`src/rtl/insn_encoder_loader.sv`:
```
// Encodes instruction field requests into 32-bit words and streams them, with
// incrementing word addresses, through a 2-entry FIFO to the imem write port.
module insn_encoder_loader #(
    parameter int ADDR_W     = 12,
    parameter int FIFO_DEPTH = 2
) (
    input  logic              clock,
    input  logic              reset,
    input  logic              start,
    input  logic [ADDR_W-1:0] base_addr,
    input  logic              in_valid,
    output logic              in_ready,
    input  logic [1:0]        in_kind,
    input  logic              in_last,
    input  logic [4:0]        in_rd,
    input  logic [4:0]        in_rs,
    input  logic [4:0]        in_rt,
    input  logic [4:0]        in_shamt,
    input  logic [4:0]        in_aluop,
    input  logic [16:0]       in_imm,
    output logic              out_valid,
    input  logic              out_ready,
    output logic [ADDR_W-1:0] out_addr,
    output logic [31:0]       out_insn,
    output logic              busy,
    output logic              done,
    output logic [ADDR_W:0]   n_written
);

    typedef enum logic [1:0] {IDLE, LOAD, DRAIN, FIN} state_t;

    state_t            state;
    logic [ADDR_W-1:0] addr_cnt;
    logic [ADDR_W-1:0] addr_mem [2];
    logic [31:0]       insn_mem [2];
    logic              wr_ptr, rd_ptr;
    logic [1:0]        count;
    logic [31:0]       enc;
    logic              push, pop, full;

    always_comb begin
        enc = '0;
        unique case (in_kind)
            2'd0:    enc = {5'b00000, in_rd, in_rs, in_rt, in_shamt, in_aluop, 2'b00};
            2'd1:    enc = {5'b00101, in_rd, in_rs, in_imm};
            2'd2:    enc = {5'b00111, in_rd, in_rs, in_imm};
            default: enc = {5'b01000, in_rd, in_rs, in_imm};
        endcase
    end

    // Pointers are single bits: the buffer depth is fixed at two.
    assign full      = (count == FIFO_DEPTH[1:0]);
    assign in_ready  = (state == LOAD) && !full;
    assign out_valid = (count != 2'd0);
    assign out_addr  = addr_mem[rd_ptr];
    assign out_insn  = insn_mem[rd_ptr];
    assign push      = in_valid && in_ready;
    assign pop       = out_valid && out_ready;
    assign busy      = (state != IDLE);
    assign done      = (state == FIN);

    always_ff @(posedge clock) begin
        if (reset) begin
            state     <= IDLE;
            addr_cnt  <= '0;
            wr_ptr    <= 1'b0;
            rd_ptr    <= 1'b0;
            count     <= '0;
            n_written <= '0;
            for (int i = 0; i < 2; i++) begin
                addr_mem[i] <= '0;
                insn_mem[i] <= '0;
            end
        end else begin
            if (push) begin
                addr_mem[wr_ptr] <= addr_cnt;
                insn_mem[wr_ptr] <= enc;
                wr_ptr           <= ~wr_ptr;
                addr_cnt         <= addr_cnt + 1'b1;
            end
            if (pop) begin
                rd_ptr    <= ~rd_ptr;
                n_written <= n_written + 1'b1;
            end
            unique case ({push, pop})
                2'b10:   count <= count + 2'd1;
                2'b01:   count <= count - 2'd1;
                default: ;
            endcase

            unique case (state)
                IDLE: if (start) begin
                    state     <= LOAD;
                    addr_cnt  <= base_addr;
                    n_written <= '0;
                end
                LOAD: if (push && in_last) state <= DRAIN;
                // Leave as soon as the final word is popping, not a cycle later.
                DRAIN: if (count == 2'd0 || (pop && count == 2'd1)) state <= FIN;
                FIN:  state <= IDLE;
                default: state <= IDLE;
            endcase
        end
    end

endmodule

```
`config.mk`:
```
export PLATFORM = sky130hd
export DESIGN_NAME = insn_encoder_loader
export DESIGN_NICKNAME = d
export VERILOG_FILES = /design/src/rtl/insn_encoder_loader.sv
export SDC_FILE = /design/constraint.sdc
export NUM_CORES = 1
export LEC_CHECK = 0
export BUFFER_PORTS_ARGS = -buffer_cell sky130_fd_sc_hd__buf_2
export CORE_ASPECT_RATIO = 2
export CORE_MARGIN = 2
export CORE_UTILIZATION = 54
export CTS_CLUSTER_SIZE = 12
export DETAILED_ROUTE_END_ITERATION = 10
export PLACE_DENSITY = 0.8
export SKIP_CTS_REPAIR_TIMING = 1
export SLEW_MARGIN = 20
export SYNTH_ARGS = -nofsm -noshare
export SYNTH_HDL_FRONTEND = slang
export SYNTH_SLANG_ARGS = --single-unit
```
`constraint.sdc`:
```
create_clock -name clock -period 5.1 [get_ports clock]
set_clock_uncertainty 0.2 [all_clocks]
set_input_delay 0.765 -clock clock [delete_from_list [all_inputs] [get_ports clock]]
set_output_delay 0.765 -clock clock [all_outputs]
set_load 0.05 [all_outputs]
```
==> run metrics <==
count of final hold-check violations=0; post-synthesis async set-or-reset flop share=0%; YS warnings=0; number of iterations in the first detailed-routing pass=4; slowest CP cell=nand3b_1; fin nets=644; Initial Util=55.4%; Hold Path Class=reg2reg; post-DP HPWL=7.83 mm; die width=74.8 um; Crit Path Max Fanout=30; post-DR wirelength/cell=16.0 um; Setup CP Type=reg2reg; Die Height=146 um; # IOs=123; TritonCTS clock tree=yes; htree depth=4; Worst Slack Setup Final=2010 ps; Placed Cells=679; Crit path largest cell delay=640 ps; first-pass GRT wire length=18.2 mm; Main synth FF type=edfxtp_1; later-pin clock latency in the skew report=400 ps; CP Launch Type=flip-flop; vias in the first global route=3891; non-filler cells, final=712; Setup-failing EPs final=0; drt drc=0; leak pwr=2.75 nW; CTS sink cnt=116; Netlist cell types=45; initial antenna violation count=0; Worst-Margin Slew=1000 ps; Worst VDD drop=313 uV; DRT Wirelength=11.4 mm; Worst Path Required=5000 ps; Place WS=1500 ps; CP endpoint kind=flip-flop; EDFF count, synth=84; fmax=324 MHz; Synth top area share=46.6%; Total Power=3.51 mW; Max-slew headroom=33.2%; via/cell ratio=5.30; crit path cell chain=inv_1, ha_1, and3b_1, nand3b_1, nand2b_2, buf_12; clk buf depth=2; DRT antenna net count=0; final setup TNS=0 ps; initial drt markers=186; port buffer count=121; Max-cap violations=0; Post-Syn Area=5410 um^2; #FFs+latches synth=116; routability cong.=0.752; Final Core Density=68.5%; crit share post-route=60.6%; CP arrival=2990 ps; run status=completed; Cell Pwr Density=525 nW/um^2; area leader, netlist=edfxtp_1; Tmin final=3090 ps; overall routing resource usage=22.1%; Reg clk slew, reported paths=50 ps; antenna cells=0; core area=9760 um^2; grt total ovfl=0; CTS root buf=clkbuf_16; mean post-synth cell area=12.0 um^2; largest net degree at the start of global routing=43; ranking of synthesized cells by area=edfxtp_1 47%, dfxtp_1 12%, mux2_2 8.7%; Syn Nets=529; die area=10900 um^2; Max Slew Vio Count=0; layout cells sized above 1=35.5%; Seq/Total Area, Yosys=58.5%; area grow syn2layout=23.6%; row cnt=51; Post-Syn Instances=452; RSZ-0062 raised after global routing=no; Vias=3771; CTS Buf Count=17
-- cells in the mapped netlist (all sizes together), types with 3 or more instances --
cell type / number
clkbuf: 19
a22oi: 15
nor2b: 4
nand4: 8
or3: 5
mux2: 42
a311oi: 4
edfxtp: 84
nor3: 5
ha: 15
a211oi: 10
nand2: 15
dfxtp: 32
nor2: 71
nand3: 4
xnor2: 11
and2: 48
inv: 13
buf: 8
xor2: 10
nor3b: 3
-- logic make-up after synthesis --
group | count (synthesis) | share of synthesized area, %
AOI/OAI and AO/OA | 40 | 5.64
xor gates and xnor gates | 21 | 3.40
adders and majority gates | 15 | 3.47
buffers and inverters | 40 | 3.17
DFF | 116 | 58.5
muxes | 44 | 9.11
other | 1 | 0.0693
and+or+nand+nor | 175 | 16.7
-- routing by layer --
metal	routed length, um	global-route usage, %	part of all wire (%)	up-vias
li1	-	-	-	1829
met1	4160	22.6	37	1808
met2	6340	39.6	56	107
met3	529	6.09	4.7	27
met4	329	10.1	2.9	0
met5	0	0	0	-
-- area by class of cell --
cell class | count | area [um^2]
Sequential cell | 116 | 3160
Timing Repair Buffer | 123 | 633
Fill cell | 724 | 3080
Multi-Input combinational cell | 296 | 2110
Tap cell | 132 | 165
Clock inverter | 12 | 113
Inverter | 13 | 48.8
Clock buffer | 20 | 447
-- where the power goes --
group	switching [mW]	internal, mW	total [mW]
logic	0.769	0.346	1.11
clock network	0.393	0.721	1.11
registers	0.125	1.16	1.28
total	1.29	2.22	3.51
-- state kept, by name, summed over array words and instances, names as in the netlist, named ones only --
signal     flops
n_written     13
wr_ptr         1
count          2
state          2
addr_cnt      12
insn_mem      60
rd_ptr         1
addr_mem      24
-- worst paths after layout --
check                      from             end  slack (ps)  cells after the start
hold reg to reg   n_written[12]   n_written[12]         290                      2
hold / removal    n_written[12]   n_written[12]         290                      2
setup / recovery       count[0]  addr_mem[1][9]        2010                      6
setup reg to reg       count[0]  addr_mem[1][9]        2010                      6
-- through the flow --
| step | hold slack (ps) | area (um^2) |
|---|---|---|
| floorplan | 281 | 5410 |
| global placement | 267 | 6090 |
| detailed placement | 275 | 6090 |
| CTS | 288 | 6650 |
| global route | 336 | 6690 |
| finish | 289 | 6690 |
-- layout by cell type, fill, tap and decap left out, types with 3 or more instances in the layout --
cell type / n
a211oi_1: 10
a22oi_1: 15
clkbuf_16: 17
nor3_1: 4
inv_1: 12
nand2_1: 15
or3_1: 4
nor2_1: 71
ha_1: 15
nor2b_1: 3
a311oi_1: 4
xnor2_1: 11
and2_1: 46
mux2_2: 42
dfxtp_1: 31
buf_2: 121
nand3_1: 3
nand4_1: 8
xor2_1: 10
edfxtp_1: 84
clkinv_2: 6
-- worst max-delay path: cells and delay by family, from the launching register on --
| family | cells | cell delay (ps) |
|---|---|---|
| AND/OR/NAND/NOR | 3 | 1650 |
| flip-flops | 1 | 360 |
| buffers and inverters | 2 | 340 |
| adder cells (fa/ha/maj) | 1 | 210 |
Note: power is estimated with default switching activity, not from simulation.
